$ cat src/rtl/exposure_timer_pkg.sv
// Shared definitions for the exposure timer and the camera control FSM:
// state encoding and default sizing.
package exposure_timer_pkg;

  localparam int TIME_W_DEF   = 5;
  localparam int PRESCALE_DEF = 1000;

  typedef enum logic [1:0] {
    IDLE   = 2'd0,
    EXPOSE = 2'd1,
    DONE   = 2'd2,
    ABORT  = 2'd3
  } state_e;

endpackage

$ cat src/rtl/exposure_timer_tick_prescaler.sv
// Tick generator: one-cycle tick every PRESCALE enabled clocks.
// Used by exposure_timer only when EXP_TIMER_PRESCALE_EN is defined.
module tick_prescaler #(
  parameter int PRESCALE = 1000
) (
  input  logic clk,
  input  logic rst_n,
  input  logic clr,
  input  logic en,
  output logic tick
);

  localparam int CNT_W = (PRESCALE > 2) ? $clog2(PRESCALE) : 1;

  logic [CNT_W-1:0] cnt_q, cnt_d;

  always_comb begin
    cnt_d = cnt_q;
    tick  = 1'b0;
    if (clr) begin
      cnt_d = '0;
    end else if (en) begin
      // Tick on the last clock of each period so the first tick lands
      // exactly PRESCALE enabled clocks after a clear.
      if (cnt_q == CNT_W'(PRESCALE - 1)) begin
        cnt_d = '0;
        tick  = 1'b1;
      end else begin
        cnt_d = cnt_q + 1'b1;
      end
    end
  end

  always_ff @(posedge clk or negedge rst_n) begin
    if (!rst_n) cnt_q <= '0;
    else        cnt_q <= cnt_d;
  end

endmodule

$ cat src/rtl/exposure_timer.sv
// Exposure timer: latches Exp_Time on Start, holds Expose for that many ticks,
// then pulses Done (or Aborted). Optional tick prescaler via EXP_TIMER_PRESCALE_EN.
module exposure_timer
  import exposure_timer_pkg::*;
#(
  parameter int TIME_W   = TIME_W_DEF,
  parameter int PRESCALE = PRESCALE_DEF
) (
  input  logic              Clk,
  input  logic              Reset,
  input  logic              Start,
  input  logic              Abort,
  input  logic [TIME_W-1:0] Exp_Time,
  output logic              Expose,
  output logic              Busy,
  output logic              Done,
  output logic              Aborted,
  output logic [TIME_W-1:0] Elapsed,
  output logic [1:0]        state_dbg
);

  state_e            state_q, state_d;
  logic [TIME_W-1:0] time_q, time_d;
  logic [TIME_W-1:0] elapsed_q, elapsed_d;
  logic [TIME_W-1:0] elapsed_inc;
  logic              expose_q, expose_d;
  logic              busy_q, busy_d;
  logic              done_q, done_d;
  logic              aborted_q, aborted_d;
  logic              start_acc;
  logic              tick;

`ifdef EXP_TIMER_PRESCALE_EN
  tick_prescaler #(.PRESCALE(PRESCALE)) u_prescaler (
    .clk   (Clk),
    .rst_n (Reset),
    .clr   (start_acc),
    .en    ((state_q == EXPOSE) && !Abort),
    .tick  (tick)
  );
`else
  assign tick = 1'b1;
`endif

  assign elapsed_inc = elapsed_q + TIME_W'(1);

  always_comb begin
    state_d   = state_q;
    time_d    = time_q;
    elapsed_d = elapsed_q;
    start_acc = 1'b0;
    case (state_q)
      IDLE: begin
        // Abort wins over a simultaneous Start.
        if (!Abort && Start) begin
          start_acc = 1'b1;
          time_d    = Exp_Time;
          elapsed_d = '0;
          state_d   = (Exp_Time == '0) ? DONE : EXPOSE;
        end
      end
      EXPOSE: begin
        if (Abort) begin
          state_d = ABORT;
        end else if (tick) begin
          elapsed_d = elapsed_inc;
          if (elapsed_inc == time_q) state_d = DONE;
        end
      end
      DONE, ABORT: state_d = IDLE;
      default:     state_d = IDLE;
    endcase

    // Outputs are decoded from the next state so they register alongside it.
    expose_d  = (state_d == EXPOSE);
    busy_d    = (state_d != IDLE);
    done_d    = (state_d == DONE);
    aborted_d = (state_d == ABORT);
  end

  always_ff @(posedge Clk or negedge Reset) begin
    if (!Reset) begin
      state_q   <= IDLE;
      time_q    <= '0;
      elapsed_q <= '0;
      expose_q  <= 1'b0;
      busy_q    <= 1'b0;
      done_q    <= 1'b0;
      aborted_q <= 1'b0;
    end else begin
      state_q   <= state_d;
      time_q    <= time_d;
      elapsed_q <= elapsed_d;
      expose_q  <= expose_d;
      busy_q    <= busy_d;
      done_q    <= done_d;
      aborted_q <= aborted_d;
    end
  end

  assign Expose    = expose_q;
  assign Busy      = busy_q;
  assign Done      = done_q;
  assign Aborted   = aborted_q;
  assign Elapsed   = elapsed_q;
  assign state_dbg = state_q;

endmodule

$ cat config.mk
export PLATFORM = sky130hd
export DESIGN_NAME = exposure_timer
export DESIGN_NICKNAME = d
export VERILOG_FILES = /design/src/rtl/exposure_timer_pkg.sv /design/src/rtl/exposure_timer_tick_prescaler.sv /design/src/rtl/exposure_timer.sv
export SDC_FILE = /design/constraint.sdc
export NUM_CORES = 1
export LEC_CHECK = 0
export BUFFER_PORTS_ARGS = -buffer_cell sky130_fd_sc_hd__buf_2
export CAP_MARGIN = 20
export CORE_MARGIN = 2
export CORE_UTILIZATION = 45
export DETAILED_ROUTE_END_ITERATION = 7
export HOLD_SLACK_MARGIN = 0.02
export PLACE_DENSITY = 0.79
export SLEW_MARGIN = 20
export SYNTH_ARGS = -nofsm -noshare
export SYNTH_HDL_FRONTEND = slang
export SYNTH_SLANG_ARGS = --single-unit
$ cat constraint.sdc
create_clock -name Clk -period 2.2 [get_ports Clk]
set_input_delay 0 -clock Clk [delete_from_list [all_inputs] [get_ports Clk]]
set_output_delay 0 -clock Clk [all_outputs]
set_load 0.1 [all_outputs]
==> impl_metrics.toml, run 1 <==
[sta]
final_hold_viol_count = 0
finalCritPeriodShare_pct = 77.4
fin_crit_ns = 1.70
relSlewSlack_pct = 64.9
rsz0062_at_grt = "false"
setup_viol = 0
max_freq_mhz = 587
finalClockSkew_ns = 0.00834
whs_ns = 0.0461
worstMarginPinSlew_ns = 0.522
setup_tns_ns = 0
slew_violations = 0

[global_route]
grt_max_degree = 17
grt_pass1_wl_microns = 2840
grt_overflow = 0
grt.total_usage_pct = 19.5
grt_pass1_vias = 694
grt_antenna_before_repair = 0

[floorplanning]
die-area_sq_um = 2070
die_y_microns = 45.5
start_util_pct = 46.4
core-area_sq_um = 1670
rows = 15
ios = 20
fp.dieW_microns = 45.5

[status]
status = "finished clean"

[cts]
cts_setup_buffers = 0
clockRootBuffer = "clkbuf_4"
clk_pin_slew_ns = 0.10
numCtsBuffers = 3
clock_sinks = 16
clk_latency_ns = 0.29
clock_path_buffers = 2
cts_tree = "done"
htreeDepth = 1

[worst_setup_path]
required_ns = 2.37
crit_fanout = 6
rrSetupSlack_ns = 0.50
r2r-start = "Elapsed[0]$_DFFE_PN0P_"
r2r_end = "state_dbg[0]$_DFF_PN0_"
critical_path.slowest_cell = "dfrtp_2"
worstSetupPathType = "reg -> reg"
cp.arrival_ns = 1.87
setup.worst_path.start = "Elapsed[0]$_DFFE_PN0P_"
cp-end-kind = "flip-flop"
worst_setup_path_start_kind = "flip-flop"
crit_chain = "ha_1 -> xor2_1 -> nor2_1 -> o2111ai_2 -> o311a_1"
max_stage_delay_ns = 0.45
r2r_cells = 5

[detailed_routing]
drc_errors = 0
drt_pass1_iterations = 4
via_count = 712
drtIter0Drc = 12
antenna_left = 0
vias_per_cell = 5.52
wl_microns = 1760
wl_per_cell_microns = 13.6

[yosys]
syn_inst = 84
ys_ff_latch = 16
avgSynthCellArea_sq_um = 9.24
synth_top_area_cell = "dfrtp_1"
synth_area_leaders = "dfrtp_1 (52%), nand2_1 (11%), o21ai_0 (4.5%)"
synth.distinct_cells = 24
syn_nets = 94
synth_seq_area_share_pct = 51.6
synth_top_area_share_pct = 51.6
yosys_warnings = 0
syn_area_sq_um = 776

[finish]
drive_above_1_share_pct = 24.1
area_growth_pct = 27.3
n_fill_cell = 140
nets = 123
multiInputGateArea_sq_um = 357
fin_util_pct = 59.1
ff_latch_area_sq_um = 403
diodes = 0
final_cells = 129

[placement]
dp_cells = 119
numPortBuffers = 19
gp_congestion = 0.851
dpl.hpwl_microns = 1250

[worst_hold_path]
hp-class = "in -> reg"
hold_depth = 3
hp-start = "Abort"
whs_endpoint = "Aborted$_DFF_PN0_"

[job]
maxCapViolCount = 0
sequential cells by signal, indices dropped and copies added, names as in the netlist:
signal and cells:
Expose 1, state_dbg 2, Elapsed 5, Done 1, Busy 1, time_q 5
Aborted 1
per-stage QoR:
stage | worst slack (ns) | instance area [sq um]
floorplan | 0.159 | 778
global placement | 0.570 | 891
detailed placement | 0.519 | 891
CTS | 0.494 | 987
global route | 0.378 | 987
finish | 0.497 | 987
worst max-delay path by stage:
| stage | cells past startpoint | to | slack, ns |
|---|---|---|---|
| 6_report | 5 | state_dbg[0]$_DFF_PN0_ | 0.50 |
| 5_1_grt | 5 | state_dbg[0]$_DFF_PN0_ | 0.38 |
| 4_1_cts | 5 | state_dbg[0]$_DFF_PN0_ | 0.49 |
| 3_5_place_dp | 5 | state_dbg[0]$_DFF_PN0_ | 0.52 |
| 3_3_place_gp | 5 | state_dbg[0]$_DFF_PN0_ | 0.57 |
| 2_1_floorplan | 4 | state_dbg[0]$_DFF_PN0_ | 0.16 |
synth_stat cells:
cell	number
clkbuf_1	1
nand3_1	6
nor2b_1	1
inv_1	4
a31o_2	1
a32o_1	1
o21ai_0	7
o22ai_1	1
a21oi_1	1
nor3b_1	1
nor4_1	2
dfrtp_1	16
o221ai_1	1
and3_1	1
nand2_1	22
o311a_1	1
o2111ai_2	1
xor2_1	3
ha_1	1
xnor2_1	4
nor2_1	4
a22o_1	1
o21ai_1	2
nor3_1	1
metal layers:
layer	GRT usage [%]	routed length, microns
met3	2.38	53
met5	0	0
met1	22.8	752
met2	33.5	939
met4	11.8	14
placed cells by master, fill, tap and decap left out, types with 2 or more instances in the layout:
cell type      count
nand2_1           22
buf_2             19
dfrtp_1           14
o21ai_0            7
nand3_1            6
dlygate4sd3_1      6
inv_1              4
xnor2_1            4
nor2_1             4
xor2_1             3
clkbuf_4           3
dfrtp_2            2
o21ai_1            2
nor4_1             2
cell type report:
class | instances | share of cell area, %
inverters | 4 | 1.52
repair buffers | 25 | 15.7
multi-input cells | 63 | 36.1
well taps | 17 | 2.15
flip-flops and latches | 16 | 40.8
clock buffers | 4 | 3.68
logic make-up (layout without fill, tap and decap cells):
group / Yosys count / in the layout / synth area share [%]
buffers and inverters: 5 / 33 / 2.42
DFF: 16 / 16 / 51.6
AOI/OAI and AO/OA: 17 / 17 / 15.2
and+or+nand+nor: 38 / 38 / 21.3
adders and majority gates: 1 / 1 / 1.61
xor gates and xnor gates: 7 / 7 / 7.90
repair_timing:
item | in CTS | in global routing
hold buffers | 6 | 0
hold endpoints to repair | 21 | 0
gates resized for setup | 0 | 0
critical path: cells and delay by family (launching register included):
family,cells,cell delay (ns)
AOI/OAI and AO/OA,2,0.51
DFF,1,0.45
adders and majority gates,1,0.33
xor gates and xnor gates,1,0.17
and+or+nand+nor,1,0.13
Power of run 1 is not shown: default switching activity piles up to over one toggle a cycle in this logic, so the estimate is an artifact.
==> inputs of run 2 (changes only) <==
- PLACE_DENSITY: 0.79 -> 0.81
- clock period: 2.2 -> 1.4 ns (I/O delays scaled with it)
==> run 2 against run 1 <==
  * The flow now finishes with violations (negative setup slack)
  * Maximum frequency rose by 6.0%
  * Worst hold slack improved by 0.011 ns
  * Critical path depth unchanged
  * Design area increased by 10%
  * Via count up 3.4%
  * Clock skew is 0.0077 ns lower
  * Global-route usage up 0.43 points
  * Die area stayed put
  * Critical path type unchanged
  * Largest cell class unchanged
==> impl_metrics.toml, run 2 (synthesis results as in run 1) <==
[status]
status = "complete, but fails checks"
violations = "negative setup slack"

[detailed_routing]
via_count = 736
dr_wl_met3_microns = 75
highest_layer = "met4"
drtIter0Drc = 18
met1_length_microns = 755
antenna_left = 0
drc_errors = 0
drt_pass1_iterations = 4
vias_per_cell = 5.45
wl_microns = 1810
wl_per_cell_microns = 13.4
wl_met2_microns = 926

[worst_hold_path]
hp-class = "in -> reg"

[sta]
final_hold_viol_count = 0
finalWorstSetupSlack_ns = -0.206
whs_ns = 0.0567
relSlewSlack_pct = 67.5
setup_viol = 4
finalCritPeriodShare_pct = 115
worstMarginPinSlew_ns = 0.491
setup_tns_ns = -0.565
fin_crit_ns = 1.61
max_freq_mhz = 623
slew_violations = 0
finalClockSkew_ns = 0.000595
rsz0062_at_grt = "true"

[cts]
htreeDepth = 1
numCtsBuffers = 3
clockRootBuffer = "clkbuf_4"
clock_path_buffers = 2
clk_latency_ns = 0.29
clk_pin_slew_ns = 0.09
cts_tree = "done"
clock_sinks = 16

[finish]
drive_above_1_share_pct = 36.4
final_cells = 135
final_cell_mix = "nand2_1 (22), buf_2 (19), dfrtp_1 (9)"
n_fill_cell = 133
area_growth_pct = 40.0
nets = 129
diodes = 0
ff_latch_area_sq_um = 419
multiInputGateArea_sq_um = 394
layout_commonest_cell = "nand2_1"

[placement]
dp_cells = 124
dpl.hpwl_microns = 1300
gp_congestion = 0.805
pre_cts_ws_ns = -0.214
numPortBuffers = 19

[worst_setup_path]
crit_fanout = 4
required_ns = 1.58
worst_setup_path_start_kind = "flip-flop"
worstSetupPathType = "reg -> reg"
cp-end-kind = "flip-flop"
cp.arrival_ns = 1.79

[floorplanning]
die_y_microns = 45.5
core-area_sq_um = 1670
die-area_sq_um = 2070
fp.dieW_microns = 45.5
rows = 15
start_util_pct = 46.4
ios = 20

[global_route]
grt_max_degree = 17
grt_pass1_vias = 665
grt_overflow = 0
grt.total_usage_pct = 19.9
grt_pass1_wl_microns = 2840
grt_antenna_before_repair = 0

[job]
maxCapViolCount = 0
==> run 2: cell count changes in the layout (fill, tap and decap cells not counted), moves of 3 or more <==
cell / previous run / this run
o21ai_1: 2 / 5
o21ai_0: 7 / 4
dfrtp_4: 0 / 4
buf_4: 0 / 6
dfrtp_1: 14 / 9
==> run 2: routing by layer <==
layer | vias up | global-route usage, %
li1 | 362 | -
met1 | 342 | 25.6
met2 | 25 | 31.3
met3 | 7 | 3.97
met4 | 0 | 10.6
met5 | - | 0
==> run 2: stage by stage <==
| stage | instance area (sq um) | utilization [%] |
|---|---|---|
| 2_1_floorplan | 821 | - |
| 3_3_place_gp | 970 | 58.1 |
| 3_5_place_dp | 970 | 58.1 |
| 4_1_cts | 1080 | 64.6 |
| 5_1_grt | 1090 | 65.0 |
| 6_report | 1090 | 65.0 |
==> run 2: final cells by class <==
cell class | count | area share [%]
Multi-Input combinational cell | 63 | 36.3
Sequential cell | 16 | 38.6
Tap cell | 17 | 1.96
Timing Repair Buffer | 31 | 18.4
Clock buffer | 4 | 3.34
Inverter | 4 | 1.38
==> run 2: critical path, stage by stage, from the launching register on <==
cell	delay [ns]
dfrtp_4	0.50
ha_4	0.25
xor2_1	0.15
nor2_1	0.13
o2111ai_2	0.16
o311a_1	0.32
==> run 2: final timing paths <==
path / from / to / slack, ns / cells past startpoint
min reg2reg: time_q[1]$_DFFE_PN0P_ / time_q[1]$_DFFE_PN0P_ / 0.51 / 2
max reg2reg: Elapsed[1]$_DFFE_PN0P_ / state_dbg[0]$_DFF_PN0_ / -0.21 / 5
max in group asynchronous: Reset / Elapsed[1]$_DFFE_PN0P_ / 0.97 / 2
min in group asynchronous: Reset / Expose$_DFF_PN0_ / 0.14 / 2
min: Abort / Aborted$_DFF_PN0_ / 0.06 / 3
max: Elapsed[1]$_DFFE_PN0P_ / state_dbg[0]$_DFF_PN0_ / -0.21 / 5
==> run 2: repair_timing <==
action                     4_1_cts  5_1_grt
pin swaps                        2        0
setup buffers                    1        0
hold buffers                     6        0
hold endpoints to repair        21        0
setup endpoints to repair        4        7
resized for setup                1        3
Power of run 2 is left out for the same reason.
==> inputs of run 3 (changes only) <==
- TNS_END_PERCENT: not set -> 10
==> run 3 against run 2 <==
  * The run still ends with negative setup slack left
  * Clock skew is 0.00051 ns higher
  * Global-route usage grew 0.96 points
  * Die area unchanged
  * Register-to-register slack got worse by 0.02 ns
  * Via count is 3.9% higher
  * Critical path type unchanged
  * Critical endpoint unchanged
==> impl_metrics.toml, run 3 (synthesis results as in run 1) <==
[status]
status = "complete, but fails checks"
violations = "negative setup slack"

[sta]
finalCritPeriodShare_pct = 116
rsz0062_at_grt = "true"
setup_viol = 4
fin_crit_ns = 1.63
slew_violations = 0
final_hold_viol_count = 0
worstMarginPinSlew_ns = 0.496
relSlewSlack_pct = 66.6
finalWorstSetupSlack_ns = -0.229
max_freq_mhz = 614
finalClockSkew_ns = 0.00111
setup_tns_ns = -0.731

[cts]
clk_pin_slew_ns = 0.09
clock_sinks = 16
cts_setup_buffers = 0
numCtsBuffers = 3
clockRootBuffer = "clkbuf_4"
clk_latency_ns = 0.29
clock_path_buffers = 2
cts_tree = "done"
htreeDepth = 1

[job]
maxCapViolCount = 0

[floorplanning]
ios = 20
die_y_microns = 45.5
die-area_sq_um = 2070
fp.dieW_microns = 45.5
rows = 15
start_util_pct = 46.4
core-area_sq_um = 1670

[finish]
layout_commonest_cell = "nand2_1"
diodes = 0
nets = 134
drive_above_1_share_pct = 37.4
final_cell_mix = "nand2_1 (22), buf_2 (19), buf_4 (11)"
area_growth_pct = 42.6
final_cells = 140

[worst_setup_path]
critical_path.slowest_cell = "dfrtp_4"
required_ns = 1.58
max_stage_delay_ns = 0.50
worst_setup_path_start_kind = "flip-flop"
cp-end-kind = "flip-flop"
r2r_cells = 5
rrSetupSlack_ns = -0.23
cp.depth = 5
cp.arrival_ns = 1.81
crit_fanout = 4
crit_chain = "ha_4 -> xor2_1 -> nor2_1 -> o2111ai_2 -> o311a_1"
worstSetupPathType = "reg -> reg"
critical_path.top_delay_family = "flip-flops"
r2r-start = "Elapsed[1]$_DFFE_PN0P_"
cp_num_buf_inv = 0
r2r_end = "state_dbg[0]$_DFF_PN0_"

[worst_hold_path]
hold_depth = 3
hp-start = "Abort"
hp-class = "in -> reg"
whs_endpoint = "Aborted$_DFF_PN0_"

[detailed_routing]
wl_microns = 1890
drt_pass1_iterations = 4
met1_length_microns = 804
vias_per_cell = 5.46
highest_layer = "met4"
antenna_left = 0
wl_met2_microns = 963
dr_wl_met3_microns = 64
wl_per_cell_microns = 13.5
drtIter0Drc = 18
via_count = 765
drc_errors = 0

[placement]
dpl.hpwl_microns = 1320
dp_cells = 130
numPortBuffers = 19
pre_cts_ws_ns = -0.186
gp_congestion = 0.811

[global_route]
grt.total_usage_pct = 20.9
grt_max_degree = 17
grt_overflow = 0
grt_pass1_wl_microns = 2930
grt_pass1_vias = 680
grt_antenna_before_repair = 0
==> run 3: cell count changes in the layout (fill, tap and decap cells not counted), moves of 2 or more <==
cell / delta
buf_4: +5
dfrtp_2: +2
dfrtp_4: -2
o21ai_0: +2
o21ai_1: -2
==> run 3: worst min-delay path, cell delays in order <==
cell and delay [ns]:
buf_2 0.14, nand3_1 0.13, inv_1 0.05
==> run 3: worst max-delay path by stage <==
stage	from	end	slack (ns)
after floorplan	Elapsed[1]$_DFFE_PN0P_	state_dbg[0]$_DFF_PN0_	-0.31
after global placement	Elapsed[1]$_DFFE_PN0P_	state_dbg[0]$_DFF_PN0_	-0.17
after detailed placement	Elapsed[1]$_DFFE_PN0P_	state_dbg[0]$_DFF_PN0_	-0.19
after CTS	Elapsed[1]$_DFFE_PN0P_	state_dbg[0]$_DFF_PN0_	-0.23
after global routing	Elapsed[1]$_DFFE_PN0P_	state_dbg[0]$_DFF_PN0_	-0.27
final	Elapsed[1]$_DFFE_PN0P_	state_dbg[0]$_DFF_PN0_	-0.23
==> run 3: metal layers <==
metal,vias up,track usage (%)
met4,0,14.1
met2,20,33.5
li1,367,-
met1,373,25.2
met5,-,0
met3,5,3.57
==> run 3: area by class of cell <==
| type | instances | area (sq um) |
|---|---|---|
| fillers | 144 | 564 |
| flip-flops and latches | 16 | 414 |
| multi-input cells | 63 | 382 |
| repair buffers | 36 | 238 |
| clock buffers | 4 | 36.3 |
| well taps | 17 | 21.3 |
| inverters | 4 | 15.0 |
==> run 3: what timing repair did <==
action	4_1_cts	5_1_grt
hold buffers	6	0
hold endpoints to repair	21	0
resized for setup	1	1
endpoints found under the setup margin	4	5
==> run 3: through the flow <==
stage          instance area [sq um]  utilization [%]  hold slack [ns]
2_1_floorplan                    802                -           -0.296
3_3_place_gp                     997             59.7          -0.0770
3_5_place_dp                     997             59.7          -0.0715
4_1_cts                         1100             65.8           0.0438
5_1_grt                         1110             66.2           0.0711
6_report                        1110             66.2           0.0523
Power of run 3 is left out for the same reason.
